--- config.mk ---
export PLATFORM = sky130hd
export DESIGN_NAME = flight_controller
export DESIGN_NICKNAME = d
export VERILOG_FILES = /design/src/rtl/game_pkg.sv /design/src/rtl/btn_edge.sv /design/src/rtl/flight_controller.sv
export SDC_FILE = /design/constraint.sdc
export NUM_CORES = 1
export LEC_CHECK = 0
export BUFFER_PORTS_ARGS = -buffer_cell sky130_fd_sc_hd__buf_2
export CAP_MARGIN = 20
export CORE_MARGIN = 1.5
export CORE_UTILIZATION = 50
export CTS_CLUSTER_DIAMETER = 30
export DETAILED_ROUTE_END_ITERATION = 8
export GPL_ROUTABILITY_DRIVEN = 0
export PLACE_DENSITY_LB_ADDON = 0.08
export REMOVE_ABC_BUFFERS = 1
export SLEW_MARGIN = 10
export SYNTH_ARGS = -nofsm -noshare
export SYNTH_HDL_FRONTEND = slang
export SYNTH_SLANG_ARGS = --single-unit
--- constraint.sdc ---
create_clock -name clk -period 4.82 [get_ports clk]
set_input_delay 0.723 -clock clk [delete_from_list [all_inputs] [get_ports clk]]
set_output_delay 0.723 -clock clk [all_outputs]
set_load 0.05 [all_outputs]
--- src/rtl/game_pkg.sv ---
// Shared game constants and state encoding for the flight game datapath.
// No ports; imported by flight_controller and btn_edge.
package game_pkg;

  localparam int unsigned SCREEN_W = 640;
  localparam int unsigned SCREEN_H = 480;
  localparam int unsigned PLAYER_H = 40;
  localparam int unsigned VEL_W    = 6;
  localparam int unsigned YS_W     = 11;

  typedef enum logic [1:0] {
    ST_IDLE = 2'd0,
    ST_PLAY = 2'd1,
    ST_DEAD = 2'd2
  } state_e;

endpackage

--- src/rtl/btn_edge.sv ---
// Button conditioner: 2-flop synchroniser followed by a rising-edge pulse.
// Ports:
//   clk       - clock
//   rst       - synchronous active-high reset
//   i_btn     - raw asynchronous button level
//   o_pulse_c - one-cycle pulse on a synchronised rising edge (combinational from flops)
module btn_edge
  import game_pkg::*;
(
  input  logic clk,
  input  logic rst,
  input  logic i_btn,
  output logic o_pulse_c
);

  // [0],[1] synchronise; [2] holds the previous synchronised level
  logic [2:0] r_sync;

  always_ff @(posedge clk) begin
    if (rst) begin
      r_sync <= 3'b000;
    end else begin
      r_sync <= {r_sync[1:0], i_btn};
    end
  end

  assign o_pulse_c = r_sync[1] & ~r_sync[2];

endmodule

--- src/rtl/flight_controller.sv ---
// Per-frame game-state engine: IDLE/PLAY/DEAD loop with gravity, flap,
// scroll, score and death blink. All outputs update only after frame_tick.
// Ports:
//   clk, rst     - pixel clock, synchronous active-high reset
//   frame_tick   - one-cycle pulse at the start of vblank
//   flap_btn     - raw button level
//   collide_pix  - player/obstacle overlap for the current pixel
//   y_pos        - player top y
//   x_offset     - obstacle scroll, 0..639
//   show_player  - player visibility
//   score        - passed obstacles, saturating at 255
//   state        - 0=IDLE, 1=PLAY, 2=DEAD
module flight_controller
  import game_pkg::*;
#(
  parameter int Y_START      = 240,
  parameter int Y_MAX        = 440,
  parameter int GRAVITY      = 1,
  parameter int FLAP_VEL     = -8,
  parameter int VEL_MAX      = 8,
  parameter int SCROLL       = 2,
  parameter int DEAD_FRAMES  = 60,
  parameter int BLINK_FRAMES = 8
) (
  input  logic       clk,
  input  logic       rst,
  input  logic       frame_tick,
  input  logic       flap_btn,
  input  logic       collide_pix,
  output logic [9:0] y_pos,
  output logic [9:0] x_offset,
  output logic       show_player,
  output logic [7:0] score,
  output logic [1:0] state
);

  localparam int unsigned DEAD_W  = $clog2(DEAD_FRAMES + 1);
  localparam int unsigned BLINK_W = $clog2(BLINK_FRAMES + 1);

  localparam logic [1:0] S_IDLE = 2'(ST_IDLE);
  localparam logic [1:0] S_PLAY = 2'(ST_PLAY);
  localparam logic [1:0] S_DEAD = 2'(ST_DEAD);

  localparam logic signed [VEL_W-1:0] FLAP_V    = VEL_W'(FLAP_VEL);
  localparam logic signed [VEL_W:0]   VEL_MAX_X = (VEL_W+1)'(VEL_MAX);
  localparam logic signed [VEL_W:0]   GRAV_X    = (VEL_W+1)'(GRAVITY);
  localparam logic signed [YS_W-1:0]  Y_MAX_S   = YS_W'(Y_MAX);

  logic [1:0]               r_state,      w_state_n;
  logic [9:0]               r_y,          w_y_n;
  logic signed [VEL_W-1:0]  r_vel,        w_vel_n;
  logic [9:0]               r_x,          w_x_n;
  logic [7:0]               r_score,      w_score_n;
  logic                     r_show,       w_show_n;
  logic                     r_flap_pend,  w_flap_pend_n;
  logic                     r_hit,        w_hit_n;
  logic [DEAD_W-1:0]        r_dead_cnt,   w_dead_cnt_n;
  logic [BLINK_W-1:0]       r_blink_cnt,  w_blink_cnt_n;

  logic                     w_edge;
  logic                     w_flap;
  logic                     w_hit;
  logic signed [VEL_W:0]    w_vel_inc;
  logic signed [VEL_W-1:0]  w_vel_play;
  logic signed [YS_W-1:0]   w_y_play;
  logic [YS_W-1:0]          w_x_sum;
  logic [BLINK_W-1:0]       w_blink_inc;

  btn_edge u_btn (
    .clk       (clk),
    .rst       (rst),
    .i_btn     (flap_btn),
    .o_pulse_c (w_edge)
  );

  // Latched events plus same-cycle arrivals all count for the current frame
  assign w_flap = r_flap_pend | w_edge;
  assign w_hit  = r_hit | (collide_pix & (r_state == S_PLAY));

  // PLAY physics candidates
  assign w_vel_inc   = $signed({r_vel[VEL_W-1], r_vel}) + GRAV_X;
  assign w_vel_play  = w_flap ? FLAP_V
                     : ((w_vel_inc > VEL_MAX_X) ? VEL_W'(VEL_MAX) : w_vel_inc[VEL_W-1:0]);
  assign w_y_play    = $signed({1'b0, r_y})
                     + $signed({{(YS_W-VEL_W){w_vel_play[VEL_W-1]}}, w_vel_play});
  assign w_x_sum     = {1'b0, r_x} + YS_W'(SCROLL);
  assign w_blink_inc = r_blink_cnt + BLINK_W'(1);

  // Next-state and per-frame update
  always_comb begin
    w_state_n     = r_state;
    w_y_n         = r_y;
    w_vel_n       = r_vel;
    w_x_n         = r_x;
    w_score_n     = r_score;
    w_show_n      = r_show;
    w_dead_cnt_n  = r_dead_cnt;
    w_blink_cnt_n = r_blink_cnt;
    w_flap_pend_n = frame_tick ? 1'b0 : w_flap;
    w_hit_n       = frame_tick ? 1'b0 : w_hit;

    if (frame_tick) begin
      case (r_state)
        S_IDLE: begin
          if (w_flap) begin
            w_state_n = S_PLAY;
            w_vel_n   = FLAP_V;
            w_y_n     = 10'(Y_START + FLAP_VEL);
            w_x_n     = 10'd0;
            w_score_n = 8'd0;
          end
        end
        S_PLAY: begin
          if (w_hit) begin
            w_state_n     = S_DEAD;
            w_dead_cnt_n  = DEAD_W'(DEAD_FRAMES);
            w_blink_cnt_n = '0;
          end else if (w_y_play >= Y_MAX_S) begin
            w_state_n     = S_DEAD;
            w_y_n         = 10'(Y_MAX);
            w_vel_n       = w_vel_play;
            w_dead_cnt_n  = DEAD_W'(DEAD_FRAMES);
            w_blink_cnt_n = '0;
          end else begin
            // Ceiling clamp is not fatal; scroll continues
            if (w_y_play[YS_W-1]) begin
              w_y_n   = 10'd0;
              w_vel_n = '0;
            end else begin
              w_y_n   = w_y_play[9:0];
              w_vel_n = w_vel_play;
            end
            if (w_x_sum >= YS_W'(SCREEN_W)) begin
              w_x_n = 10'(w_x_sum - YS_W'(SCREEN_W));
              if (r_score != 8'hFF) begin
                w_score_n = r_score + 8'd1;
              end
            end else begin
              w_x_n = w_x_sum[9:0];
            end
          end
        end
        S_DEAD: begin
          if (w_blink_inc == BLINK_W'(BLINK_FRAMES)) begin
            w_show_n      = ~r_show;
            w_blink_cnt_n = '0;
          end else begin
            w_blink_cnt_n = w_blink_inc;
          end
          if (r_dead_cnt <= DEAD_W'(1)) begin
            w_state_n    = S_IDLE;
            w_dead_cnt_n = '0;
            w_y_n        = 10'(Y_START);
            w_vel_n      = '0;
            w_show_n     = 1'b1;
          end else begin
            w_dead_cnt_n = r_dead_cnt - DEAD_W'(1);
          end
        end
        default: begin
          w_state_n = S_IDLE;
        end
      endcase
    end
  end

  always_ff @(posedge clk) begin
    if (rst) begin
      r_state     <= S_IDLE;
      r_y         <= 10'(Y_START);
      r_vel       <= '0;
      r_x         <= 10'd0;
      r_score     <= 8'd0;
      r_show      <= 1'b1;
      r_flap_pend <= 1'b0;
      r_hit       <= 1'b0;
      r_dead_cnt  <= '0;
      r_blink_cnt <= '0;
    end else begin
      r_state     <= w_state_n;
      r_y         <= w_y_n;
      r_vel       <= w_vel_n;
      r_x         <= w_x_n;
      r_score     <= w_score_n;
      r_show      <= w_show_n;
      r_flap_pend <= w_flap_pend_n;
      r_hit       <= w_hit_n;
      r_dead_cnt  <= w_dead_cnt_n;
      r_blink_cnt <= w_blink_cnt_n;
    end
  end

  assign y_pos       = r_y;
  assign x_offset    = r_x;
  assign show_player = r_show;
  assign score       = r_score;
  assign state       = r_state;

endmodule

==> metrics.txt <==
status=finished clean; clock sink count=between 50 and 60; Synth warnings=0; drt first pass iters=4; final hold vios=0; P_int=a little under 800 uW; hold depth=1; CP max-delay cell=or4_1; Clock transition at path regs=approximately 0.090 ns; TritonCTS clock tree=built; FFs w/ async S/R, synth=0; Post-route DRC=0; initial antenna violation count=0; io pins=36; final WL=about 9200 um; most frequent cells in the layout=50 x dfxtp_1, 42 x nand2_1, 36 x nor2_1; largest net degree at the start of global routing=36; H-tree Lvls=2; Worst VDD drop=approximately 0.00018 V; final cell count without fillers=between 500 and 600; HPWL Detailed=about 6600 um; Die Ht=between 80 and 90 um; worst-path maximum fanout=20; post-route minimum period=roughly 4.5 ns; Net Sw Power=between 500 and 600 uW; Nets=between 500 and 600; Crit path largest cell delay=0.50 ns; global-route wire length before repair=about 15000 um; sequential area share after synthesis=0.272; via density per instance=~6.0; Clock Tree Root=clkbuf_8; Initial Util=0.518; number of synthesized flops with an enable pin=0; WL per Instance=approximately 15 um; max_slew headroom=0.469; crit path capture type=flip-flop; Post-Syn Area=3750 sq um; Reg area=slightly above 1000 sq um; routed via count=~3600; FMAX=around 0.22 GHz; setup TNS=0 ns; commonest non-fill, non-tap cell in the layout=dfxtp_1; Remaining Overflow, GRT=0; final worst clock skew=~0.0084 ns; RSZ-0062 raised after global routing=no; CP Depth=20; Final Max Tran Viols=0; CTS max path bufs=2; R2R cell count=20; post-synth cell types=76; Area Growth Syn to Fin=9.53%; CTS Hold Buffers Added=0; sequential share of power=0.351; initial DRC count=~150; WP buf/inv=2; vias in the first global route=around 3200; area of the multi-input gates=2560 sq um; dpl cells=approximately 580; fillers=708; # diodes=0; Detail Route Antenna Nets=0; Clk pwr share=0.206; worst-path cell chain=ha_2 > and3_1 > nand2_1 > a22oi_1 > o211ai_1 > nor2_1 > ha_1 > inv_1 > fa_1 > nor2b_2 > o31ai_2 > a21oi_1 > a21o_1 > a21o_1 > ha_1 > a31oi_4 > a311oi_4 > buf_12 > or4_1 > a31o_1; Yosys reg bits=51; Setup crit start kind=flip-flop; critical path required time=5.03 ns; core area=around 7300 sq um; die area=between 8000 and 9000 sq um; Port-buffer cells=34; worst-margin pin slew=0.796 ns; layout cell share with drive strength beyond 1=0.144; overall routing resource usage=0.242; CTS Buf Count=5; Final setup viols=0; FP Rows=31; Hold WS=around 0.45 ns; dominant register cell in the synthesized netlist=dfxtp_1; switching share of power=0.422; Crit Path Class=reg -> reg; number of max-cap violations=0; CP Data Arrival Time=~4.7 ns; Power Density=328 nW/um^2; Comb pwr share=0.443; final worst path period share=0.941; Cells after Synth=~470; syn_area_per_cell=7.95 sq um; critical path's top delay family=compound AO/OA/AOI/OAI gates; chip width=between 80 and 90 um; Hold WC Path Type=reg -> reg; Placement Cell Area=between 3000 and 4000 sq um; Worst-Skew Late Latency=slightly above 0.3 ns; Pleak=~0.0016 uW; Design Area, Final=4110 sq um
==> state kept, by name, indices dropped and copies added (netlist names) <==
| name | count |
|---|---|
| show_player | 1 |
| x_offset | 9 |
| y_pos | 10 |
| score | 8 |
| state | 2 |
| r_flap_pend | 1 |
| r_vel | 6 |
| r_hit | 1 |
| r_blink_cnt | 4 |
| u_btn.r_sync | 3 |
| r_dead_cnt | 6 |
==> through the flow <==
step	setup slack [ns]	utilization	total power, uW
CTS	0.0911	0.564	1350
finish	0.286	0.567	1350
floorplan	0.478	-	924
detailed placement	0.106	0.549	1070
global placement	0.310	0.549	1060
global route	0.0344	0.567	1440
==> power groups by stage <==
stage          Combinational, uW  Clock (uW)  Sequential, uW
6_report                     597         277             473
4_1_cts                      586         287             472
2_1_floorplan                412           0             512
3_3_place_gp                 578           0             481
5_1_grt                      658         306             478
3_5_place_dp                 583           0             482
==> path summary, 6_finish.rpt <==
path / start / endpoint / slack (ns)
setup / recovery: r_vel[1]$_SDFFE_PP0P_ / r_dead_cnt[4]$_SDFFE_PP0P_ / 0.29
hold / removal: u_btn.r_sync[0]$_SDFF_PP0_ / u_btn.r_sync[1]$_SDFF_PP0_ / 0.45
setup reg to reg: r_vel[1]$_SDFFE_PP0P_ / r_dead_cnt[4]$_SDFFE_PP0P_ / 0.29
hold reg to reg: u_btn.r_sync[0]$_SDFF_PP0_ / u_btn.r_sync[1]$_SDFF_PP0_ / 0.45
==> synth_stat cells (11+ instances only) <==
master,n,share of area
ha_1,24,0.080
o21ai_0,20,0.027
nor2_1,36,0.036
clkbuf_1,17,0.017
inv_1,19,0.019
nand2b_1,11,0.018
nand3_1,26,0.035
a21oi_1,28,0.037
nand2_1,42,0.042
dfxtp_1,51,0.27
and3_1,11,0.018
nand4_1,11,0.018
nor3_1,13,0.017
==> cell families (layout without fill, tap and decap cells) <==
logic type,count (synthesis),count (layout),share of synthesized area
xor gates and xnor gates,15,15,0.0350
muxes,9,9,0.0243
adders and majority gates,25,25,0.0853
and+or+nand+nor,191,191,0.265
AOI/OAI and AO/OA,134,134,0.267
other,1,1,0.000999
buffers and inverters,46,68,0.0503
DFF,51,51,0.272
==> repair_timing <==
action | 4_1_cts | 5_1_grt
setup endpoints to repair | 0 | 25
setup buffers | 0 | 1
gates resized for setup | 0 | 6
==> worst register-to-register path, cell delays in order, from the launching register on <==
cell and delay (ns):
dfxtp_1 0.40, ha_2 0.25, and3_1 0.25, nand2_1 0.07, a22oi_1 0.16, o211ai_1 0.23, nor2_1 0.16, ha_1 0.20
inv_1 0.07, fa_1 0.41, nor2b_2 0.22, o31ai_2 0.11, a21oi_1 0.14, a21o_1 0.12, a21o_1 0.12, ha_1 0.30
a31oi_4 0.21, a311oi_4 0.11, buf_12 0.21, or4_1 0.50, a31o_1 0.22
==> final cells by class <==
cell class | count | area share
repair buffers | 40 | 0.0554
flip-flops and latches | 51 | 0.249
clock buffers | 7 | 0.0234
multi-input cells | 375 | 0.622
clock inverters | 1 | 0.00183
well taps | 99 | 0.0301
inverters | 20 | 0.0183
==> routing by layer <==
metal  track usage  up-vias  part of all wire
met3        0.0366        7             0.043
met1         0.343     1698              0.48
met2         0.387       81              0.47
met4        0.0545        0            0.0095
li1              -     1797                 -
met5             0        -                 0
Note: power is estimated with default switching activity, not from simulation.
